==> src/rtl/dcache_pkg.sv <==
// Shared widths, address field offsets, SRAM tag bit positions and FSM states
// for the 2-way, 16-set, 256-bit-line data-cache controller.
package dcache_pkg;

   localparam int LINE_W     = 256;
   localparam int TAG_W      = 23;
   localparam int IDX_W      = 4;
   localparam int OFF_W      = 3;
   localparam int TAG_LSB    = 9;
   localparam int IDX_LSB    = 5;
   localparam int OFF_LSB    = 2;
   localparam int SRAM_TAG_W = TAG_W + 2;
   localparam int VALID_BIT  = SRAM_TAG_W - 1;
   localparam int DIRTY_BIT  = SRAM_TAG_W - 2;

   typedef enum logic [1:0] {
      ST_IDLE = 2'd0,
      ST_WB   = 2'd1,
      ST_RD   = 2'd2,
      ST_FILL = 2'd3
   } state_e;

   // SRAM tag field is {valid, dirty, tag}; everything written is valid.
   function automatic logic [SRAM_TAG_W-1:0] make_tag(input logic dirty,
                                                      input logic [TAG_W-1:0] tag);
      return {1'b1, dirty, tag};
   endfunction

endpackage

==> src/rtl/dcache_word_merge.sv <==
// Combinational 32-bit word select and word replace on a cache line,
// indexed by the 3-bit word offset of the byte address.
module dcache_word_merge
   import dcache_pkg::*;
(
   input  logic [LINE_W-1:0] line_i,
   input  logic [OFF_W-1:0]  off_i,
   input  logic [31:0]       data_i,
   output logic [31:0]       word_o,
   output logic [LINE_W-1:0] line_o
);

   always_comb begin
      word_o = line_i[{off_i, 5'b0} +: 32];
      line_o = line_i;
      line_o[{off_i, 5'b0} +: 32] = data_i;
   end

endmodule

==> src/rtl/dcache_ctrl.sv <==
// Data-cache controller: hit path against the cache SRAM, write-back/line-fill
// against main memory. Define DCACHE_CTRL_PERF_CNT_EN to add hit/miss counters.
module dcache_ctrl
   import dcache_pkg::*;
(
   input  logic                  clk_i,
   input  logic                  rst_i,
   input  logic                  cpu_req_i,
   input  logic                  cpu_we_i,
   input  logic [31:0]           cpu_addr_i,
   input  logic [31:0]           cpu_data_i,
   output logic [31:0]           cpu_data_o,
   output logic                  stall_o,
   output logic [IDX_W-1:0]      sram_addr_o,
   output logic [SRAM_TAG_W-1:0] sram_tag_o,
   output logic [LINE_W-1:0]     sram_data_o,
   output logic                  sram_enable_o,
   output logic                  sram_write_o,
   input  logic [SRAM_TAG_W-1:0] sram_tag_i,
   input  logic [LINE_W-1:0]     sram_data_i,
   input  logic                  sram_hit_i,
   output logic                  mem_enable_o,
   output logic                  mem_write_o,
   output logic [31:0]           mem_addr_o,
   output logic [LINE_W-1:0]     mem_data_o,
   input  logic [LINE_W-1:0]     mem_data_i,
   input  logic                  mem_ack_i
`ifdef DCACHE_CTRL_PERF_CNT_EN
  ,output logic [31:0]           hit_cnt_o,
   output logic [31:0]           miss_cnt_o
`endif
);

   logic [TAG_W-1:0]  cpu_tag;
   logic [IDX_W-1:0]  cpu_idx;
   logic [OFF_W-1:0]  cpu_off;
   logic [31:0]       hit_word;
   logic [LINE_W-1:0] merged_line;
   logic              victim_dirty;
   logic              unused_addr;

   state_e            state_q, state_d;
   logic              mem_enable_q, mem_enable_d;
   logic              mem_write_q, mem_write_d;
   logic [31:0]       mem_addr_q, mem_addr_d;
   logic [LINE_W-1:0] mem_data_q, mem_data_d;
   logic [LINE_W-1:0] fill_q, fill_d;
   logic [TAG_W-1:0]  req_tag_q, req_tag_d;
   logic [IDX_W-1:0]  req_idx_q, req_idx_d;
`ifdef DCACHE_CTRL_PERF_CNT_EN
   logic [31:0]       hit_cnt_q, hit_cnt_d;
   logic [31:0]       miss_cnt_q, miss_cnt_d;
`endif

   assign cpu_tag      = cpu_addr_i[TAG_LSB +: TAG_W];
   assign cpu_idx      = cpu_addr_i[IDX_LSB +: IDX_W];
   assign cpu_off      = cpu_addr_i[OFF_LSB +: OFF_W];
   assign unused_addr  = ^cpu_addr_i[1:0];
   assign victim_dirty = sram_tag_i[VALID_BIT] & sram_tag_i[DIRTY_BIT];

   dcache_word_merge u_merge (
      .line_i (sram_data_i),
      .off_i  (cpu_off),
      .data_i (cpu_data_i),
      .word_o (hit_word),
      .line_o (merged_line)
   );

   always_comb begin
      state_d       = state_q;
      mem_enable_d  = mem_enable_q;
      mem_write_d   = mem_write_q;
      mem_addr_d    = mem_addr_q;
      mem_data_d    = mem_data_q;
      fill_d        = fill_q;
      req_tag_d     = req_tag_q;
      req_idx_d     = req_idx_q;
      cpu_data_o    = '0;
      stall_o       = 1'b0;
      sram_addr_o   = '0;
      sram_tag_o    = '0;
      sram_data_o   = '0;
      sram_enable_o = 1'b0;
      sram_write_o  = 1'b0;
`ifdef DCACHE_CTRL_PERF_CNT_EN
      hit_cnt_d     = hit_cnt_q;
      miss_cnt_d    = miss_cnt_q;
`endif
      unique case (state_q)
         ST_IDLE: begin
            if (cpu_req_i) begin
               sram_enable_o = 1'b1;
               sram_addr_o   = cpu_idx;
               sram_tag_o    = make_tag(1'b0, cpu_tag);
               if (sram_hit_i) begin
                  cpu_data_o = hit_word;
                  if (cpu_we_i) begin
                     sram_write_o = 1'b1;
                     sram_data_o  = merged_line;
                     sram_tag_o   = make_tag(1'b1, cpu_tag);
                  end
`ifdef DCACHE_CTRL_PERF_CNT_EN
                  if (hit_cnt_q != '1) hit_cnt_d = hit_cnt_q + 32'd1;
`endif
               end else begin
                  // Remember the missing line so the fill survives a dropped request.
                  stall_o      = 1'b1;
                  req_tag_d    = cpu_tag;
                  req_idx_d    = cpu_idx;
                  mem_enable_d = 1'b1;
`ifdef DCACHE_CTRL_PERF_CNT_EN
                  if (miss_cnt_q != '1) miss_cnt_d = miss_cnt_q + 32'd1;
`endif
                  if (victim_dirty) begin
                     state_d     = ST_WB;
                     mem_write_d = 1'b1;
                     mem_addr_d  = {sram_tag_i[TAG_W-1:0], cpu_idx, 5'b0};
                     mem_data_d  = sram_data_i;
                  end else begin
                     state_d     = ST_RD;
                     mem_write_d = 1'b0;
                     mem_addr_d  = {cpu_tag, cpu_idx, 5'b0};
                  end
               end
            end
         end
         ST_WB: begin
            stall_o = 1'b1;
            if (mem_ack_i) begin
               state_d     = ST_RD;
               mem_write_d = 1'b0;
               mem_addr_d  = {req_tag_q, req_idx_q, 5'b0};
            end
         end
         ST_RD: begin
            stall_o = 1'b1;
            if (mem_ack_i) begin
               state_d      = ST_FILL;
               mem_enable_d = 1'b0;
               fill_d       = mem_data_i;
            end
         end
         ST_FILL: begin
            stall_o       = 1'b1;
            sram_enable_o = 1'b1;
            sram_write_o  = 1'b1;
            sram_addr_o   = req_idx_q;
            sram_tag_o    = make_tag(1'b0, req_tag_q);
            sram_data_o   = fill_q;
            state_d       = ST_IDLE;
         end
         default: state_d = ST_IDLE;
      endcase
   end

   always_ff @(posedge clk_i) begin
      if (!rst_i) begin
         state_q      <= ST_IDLE;
         mem_enable_q <= 1'b0;
         mem_write_q  <= 1'b0;
         mem_addr_q   <= '0;
         mem_data_q   <= '0;
         fill_q       <= '0;
         req_tag_q    <= '0;
         req_idx_q    <= '0;
`ifdef DCACHE_CTRL_PERF_CNT_EN
         hit_cnt_q    <= '0;
         miss_cnt_q   <= '0;
`endif
      end else begin
         state_q      <= state_d;
         mem_enable_q <= mem_enable_d;
         mem_write_q  <= mem_write_d;
         mem_addr_q   <= mem_addr_d;
         mem_data_q   <= mem_data_d;
         fill_q       <= fill_d;
         req_tag_q    <= req_tag_d;
         req_idx_q    <= req_idx_d;
`ifdef DCACHE_CTRL_PERF_CNT_EN
         hit_cnt_q    <= hit_cnt_d;
         miss_cnt_q   <= miss_cnt_d;
`endif
      end
   end

   assign mem_enable_o = mem_enable_q;
   assign mem_write_o  = mem_write_q;
   assign mem_addr_o   = mem_addr_q;
   assign mem_data_o   = mem_data_q;
`ifdef DCACHE_CTRL_PERF_CNT_EN
   assign hit_cnt_o    = hit_cnt_q;
   assign miss_cnt_o   = miss_cnt_q;
`endif

endmodule

==> config.mk <==
export PLATFORM = sky130hd
export DESIGN_NAME = dcache_ctrl
export DESIGN_NICKNAME = d
export VERILOG_FILES = /design/src/rtl/dcache_pkg.sv /design/src/rtl/dcache_word_merge.sv /design/src/rtl/dcache_ctrl.sv
export SDC_FILE = /design/constraint.sdc
export NUM_CORES = 2
export LEC_CHECK = 0
export CAP_MARGIN = 20
export CORE_AREA = 2 2 467 469
export DETAILED_ROUTE_END_ITERATION = 7
export DIE_AREA = 0 0 469 471
export GPL_TIMING_DRIVEN = 0
export PLACE_DENSITY_LB_ADDON = 0.15
export SETUP_SLACK_MARGIN = 0.1
export SYNTH_ARGS = -nofsm -noshare
export SYNTH_HDL_FRONTEND = slang
export SYNTH_HIERARCHICAL = 1
export SYNTH_SLANG_ARGS = --single-unit
export TNS_END_PERCENT = 100
==> constraint.sdc <==
create_clock -name clk_i -period 3.6 [get_ports clk_i]
set_input_delay 0.36 -clock clk_i [delete_from_list [all_inputs] [get_ports clk_i]]
set_output_delay 0.36 -clock clk_i [all_outputs]
set_load 0.05 [all_outputs]
# Word-level counts from Yosys, hierarchy flattened
# Cells that the tools add are included.
# totals
input_bits	607
register_bits	575
latchBits	0
mem_bits_ro	0
mem_count	0
mem_bits_rw	0
# classes
shift	3
bitwise_logic	2
n_reduce_logical	10
magnitude_cmp	0
div	0
muxes	42
n_addsub	1
eq_ne	7
n_mul	0
# op_table
op	n
256-bit two-way mux	3
256-bit one-hot mux with 2 select lines	1
256-bit bitwise mux	1
32-bit by 10-bit variable shift with 256-bit output (first input constant)	1
256-bit by 9-bit indexed part select with 32-bit output	1
32-bit by 10-bit indexed part select with 256-bit output	1
32-bit two-way mux	7
32-bit one-hot mux with 2 select lines	1
25-bit one-hot mux with 2 select lines	1
24-bit two-way mux	2
25-bit two-way mux	1
4-bit AND reduction	4
1-bit two-way mux	12
2-bit two-way mux	5
8-bit negator with 10-bit output	1
1-bit one-hot mux with 2 select lines	5
2-bit != test (second input constant)	4
2-bit one-hot mux with 4 select lines	1
4-bit one-hot mux with 2 select lines	1
2-bit == test (second input constant)	2
4-bit two-way mux	1
2-bit nonzero test	2
3-bit AND reduction	1
3-bit OR reduction	1
other kinds (5)	5

# Longest topological paths before layout
# depth
ltp_word	7
ltp_mapped	11
mapped_depth_nobuf	7

# Cells and area by module
# Netlist, hierarchy kept.
# by_module_without_submodules
module	cells_per_inst	area_per_inst_um2	seq_area_each_um2	n_inst
dcache_ctrl	2943	23234.8	11410.9	1
dcache_word_merge	593	5803.1	0.0	1

# Least setup slack after synthesis
# Ideal clock, no wire load.
# synth_path
kind	input to output
from	in cpu_addr_i[3]
to	out sram_data_o[246]
path_buffers	4
t_required_ns	3.240
arrival_time_ns	2.811
path_slack_ns	0.429
cell_stages	10
path_cell_list	buf_2 > inv_1 > buf_1 > ha_1 > ha_1 > buf_2 > nor3b_2 > buf_2 > mux2_2 > a22o_1
# synth_between
elab_chain_len	7
word_cells_on_any_way	8
cone_classes	add/sub (1); shift (2); mux (5)
# synth_rtl
item	line_no	rtl
start: declaration	dcache_ctrl.sv:10	input logic [31:0] cpu_addr_i,
8-bit negator with 10-bit output *	dcache_word_merge.sv:16	line_o[{off_i, 5'b0} +: 32] = data_i;
32-bit by 10-bit indexed part select with 256-bit output / 32-bit by 10-bit variable shift with 256-bit output (equally long branches)	dcache_word_merge.sv:16	
256-bit bitwise mux *	dcache_word_merge.sv:16	
via merged_line[246]	dcache_ctrl.sv:38	logic [LINE_W-1:0] merged_line;
256-bit two-way mux *	dcache_ctrl.sv:97	if (cpu_we_i) begin
256-bit two-way mux *	dcache_ctrl.sv:95	if (sram_hit_i) begin
256-bit two-way mux *	dcache_ctrl.sv:91	if (cpu_req_i) begin
256-bit one-hot mux with 2 select lines *	dcache_ctrl.sv:89	unique case (state_q)
end: declaration	dcache_ctrl.sv:16	output logic [LINE_W-1:0] sram_data_o,
# The timed path passes the listed nets; every way through them passes the cells marked *.

# Worst setup path in the final report
# layout_path
from	in cpu_addr_i[3]
to	out sram_data_o[228]
# The elaborated chain is that of the path after synthesis.

==> flow_summary.json <==
{
  "rsz0062_at_grt": "true",
  "drt-initial-drc-count": 2631,
  "grt_pass1_wl_mm": 360,
  "drive_gt1_share_pct": 22.1,
  "yosys.area.top_type": "dfxtp_1",
  "antenna_found_initial": 86,
  "multi_input_area_um2": 16300,
  "pre_cts_ws_ps": -2770,
  "coreArea_um2": 216000,
  "yosysWarnings": 6,
  "worstSetupPathType": "input port to output pin",
  "met1_usage_pct": 29.9,
  "clock_sinks": 570,
  "io_pins": 1217,
  "fp.dieH_um": 471,
  "ant_nets": 0,
  "cts.clk_slew.worst_paths_ps": 60,
  "cts_tree": "built",
  "die_x_um": 469,
  "place_hpwl_mm": 241,
  "syn_to_final_growth_pct": 68.7,
  "route.detailed.drc": 0,
  "path_cells": "clkdlybuf4s15_2, buf_6, clkinvlp_4, buf_8, ha_1, ha_4, buf_8, nor3b_4, buf_6, buf_12, buf_12, mux2_2, a22o_1, buf_4",
  "final_area_um2": 49000,
  "slew_headroom_pct": 21.3,
  "power.density_nw_per_um2": 543,
  "path_max_fanout": 11,
  "final_util_pct": 22.7,
  "finalCritPeriodShare_pct": 94.7,
  "synth_seq_cells": 570,
  "synth.distinct_cells": 39,
  "rows": 171,
  "vias_per_cell": 4.28,
  "avgSynthCellArea_um2": 8.21,
  "async_flop_share_pct": 0,
  "final_max_slew_viol_count": 0,
  "use_met2_pct": 43.7,
  "syn_inst": 3536,
  "grt_pass1_vias": 33577,
  "cp_num_buf_inv": 9,
  "cellLeakagePower_nw": 17.9,
  "clock_path_buffers": 3,
  "final_nets": 5504,
  "initial_core_util_pct": 13.4,
  "grt.overflow.total": 0,
  "synth_top_flop_cell": "dfxtp_1",
  "cap_violations": 0,
  "seq_area_um2": 11400,
  "worst_slack_ps": 191,
  "max_stage_delay_ps": 380,
  "worst_path_dominant_cell_family": "buffers and inverters",
  "final_common_cell": "nand2_1",
  "nFillCells": 23987,
  "dr_total_vias": 33679,
  "final.min_clock_period_ps": 3410,
  "finClkSkew_ps": 22.5,
  "die_area_um2": 221000,
  "routedWlPerCell_um": 36.7,
  "ctsHoldBuffers": 0,
  "cts_made_buffers": 85,
  "busiest_layer": "met2",
  "h-tree-depth": 3,
  "clk_latency_ps": 730,
  "worstSetupStartpointType": "input port",
  "final_cell_mix": "nand2_1 (1,180), clkdlybuf4s50_1 (887), dfxtp_1 (569)",
  "p_total_w": 0.0266,
  "port_buffers": 1209,
  "drt-pass1-iter-count": 5,
  "routabilityCongestion": 0.908,
  "cp_slowest_cell": "mux2_2",
  "crit_arrival_ps": 3050,
  "cts-root-buf": "clkbuf_16",
  "ys_seq_area_share_pct": 39.3,
  "synth_top_area_share_pct": 39.3,
  "final-setup-viol-count": 0,
  "required_ps": 3240,
  "max_clock_freq_mhz": 293,
  "grt_use_total_pct": 25.1,
  "ir_worst_vdd_uv": 333,
  "hold_violations": 0,
  "synth_area_leaders": "dfxtp_1 (39%), nand2_1 (15%), mux2_2 (9.9%), a21oi_1 (9.7%), a22o_1 (9.2%)",
  "end_kind": "output pin",
  "grt_util_met3_pct": 6.61,
  "grt_max_degree": 12,
  "routed_wl_mm": 289,
  "finalSetupTns_ps": 0,
  "placed_area_um2": 45300,
  "outcome": "completed",
  "netlist_area_um2": 29000,
  "tightest_slew_ps": 1180,
  "worstHoldPathType": "input port to flip-flop",
  "synth_edf_count": 0
}
==> worst paths after layout <==
check,end,cells past startpoint,from,slack [ps]
setup / recovery,sram_data_o[228],14,cpu_addr_i[3],190
hold / removal,fill_q[235],3,mem_data_i[235],190
setup reg to reg,mem_data_o[112],9,state_q[1],380
hold reg to reg,mem_data_o[211],2,mem_data_o[211],450
==> power breakdown <==
group,internal (W),switching [W],total (W)
Combinational,0.00318,0.00691,0.0101
Sequential,0.00696,0.000419,0.00738
Clock,0.00554,0.00360,0.00913
==> worst reg2reg max path, cell delays in order, from the launching register on <==
cell and delay (ps):
dfxtp_1 360, inv_1 100, ha_1 200, and3b_1 160, buf_2 220, nand3_2 350, buf_2 860, buf_2 590
nand2_1 130, a21oi_1 170
==> cells by family (layout without fill, tap and decap cells) <==
family | Yosys count | after routing | share of synthesized area [%]
flops | 570 | 570 | 39.3
mux | 326 | 326 | 15.1
other cells | 1 | 60 | 0.0129
simple gates | 1368 | 1368 | 19.4
fa+ha+maj | 11 | 11 | 0.474
buf+inv | 356 | 1769 | 5.86
compound gates | 904 | 904 | 19.9
==> layout make-up <==
type	count	share of cell area, %
Multi-Input combinational cell	2614	33.3
Timing Repair Buffer	1260	25.0
Clock inverter	29	0.835
Antenna cell	55	0.281
Clock buffer	125	5.21
Sequential cell	570	23.3
Inverter	32	0.253
Buffer	323	4.52
Tap cell	2854	7.29
==> cells in the mapped netlist, drive strengths merged, types with 8 or more instances <==
cell type,instances
clkbuf,156
mux2i,8
mux2,254
a211oi,27
buf,168
a22o,306
inv,32
nand2,1181
mux4,64
a21oi,563
ha,11
and3,24
dfxtp,570
nor2,13
and2,130
==> registers in the layout (all words and copies together), names as in the netlist <==
| register | flops |
|---|---|
| state_q | 2 |
| mem_addr_o | 27 |
| mem_enable_o | 1 |
| req_tag_q | 23 |
| mem_data_o | 256 |
| fill_q | 256 |
| mem_write_o | 1 |
| req_idx_q | 4 |
==> timing repair <==
item,in CTS,in global routing
cloned,1,1
buffers inserted,20,2
pin swaps,10,2
resized for setup,1804,232
endpoints found under the setup margin,319,270
endpoints found under the hold margin,0,0
==> routing by layer <==
layer,vias up,wire [um]
li1,14990,-
met1,16811,116000
met2,1545,141000
met3,301,21900
met4,32,9790
met5,-,214
==> metrics by stage <==
| step | instances | hold slack [ps] |
|---|---|---|
| final | 7862 | 185 |
| after global routing | 7826 | 133 |
| after CTS | 7804 | 100 |
| after detailed placement | 7630 | 446 |
| after floorplan | 3540 | 437 |
| after global placement | 7603 | 441 |
Note: power is estimated with default switching activity, not from simulation.
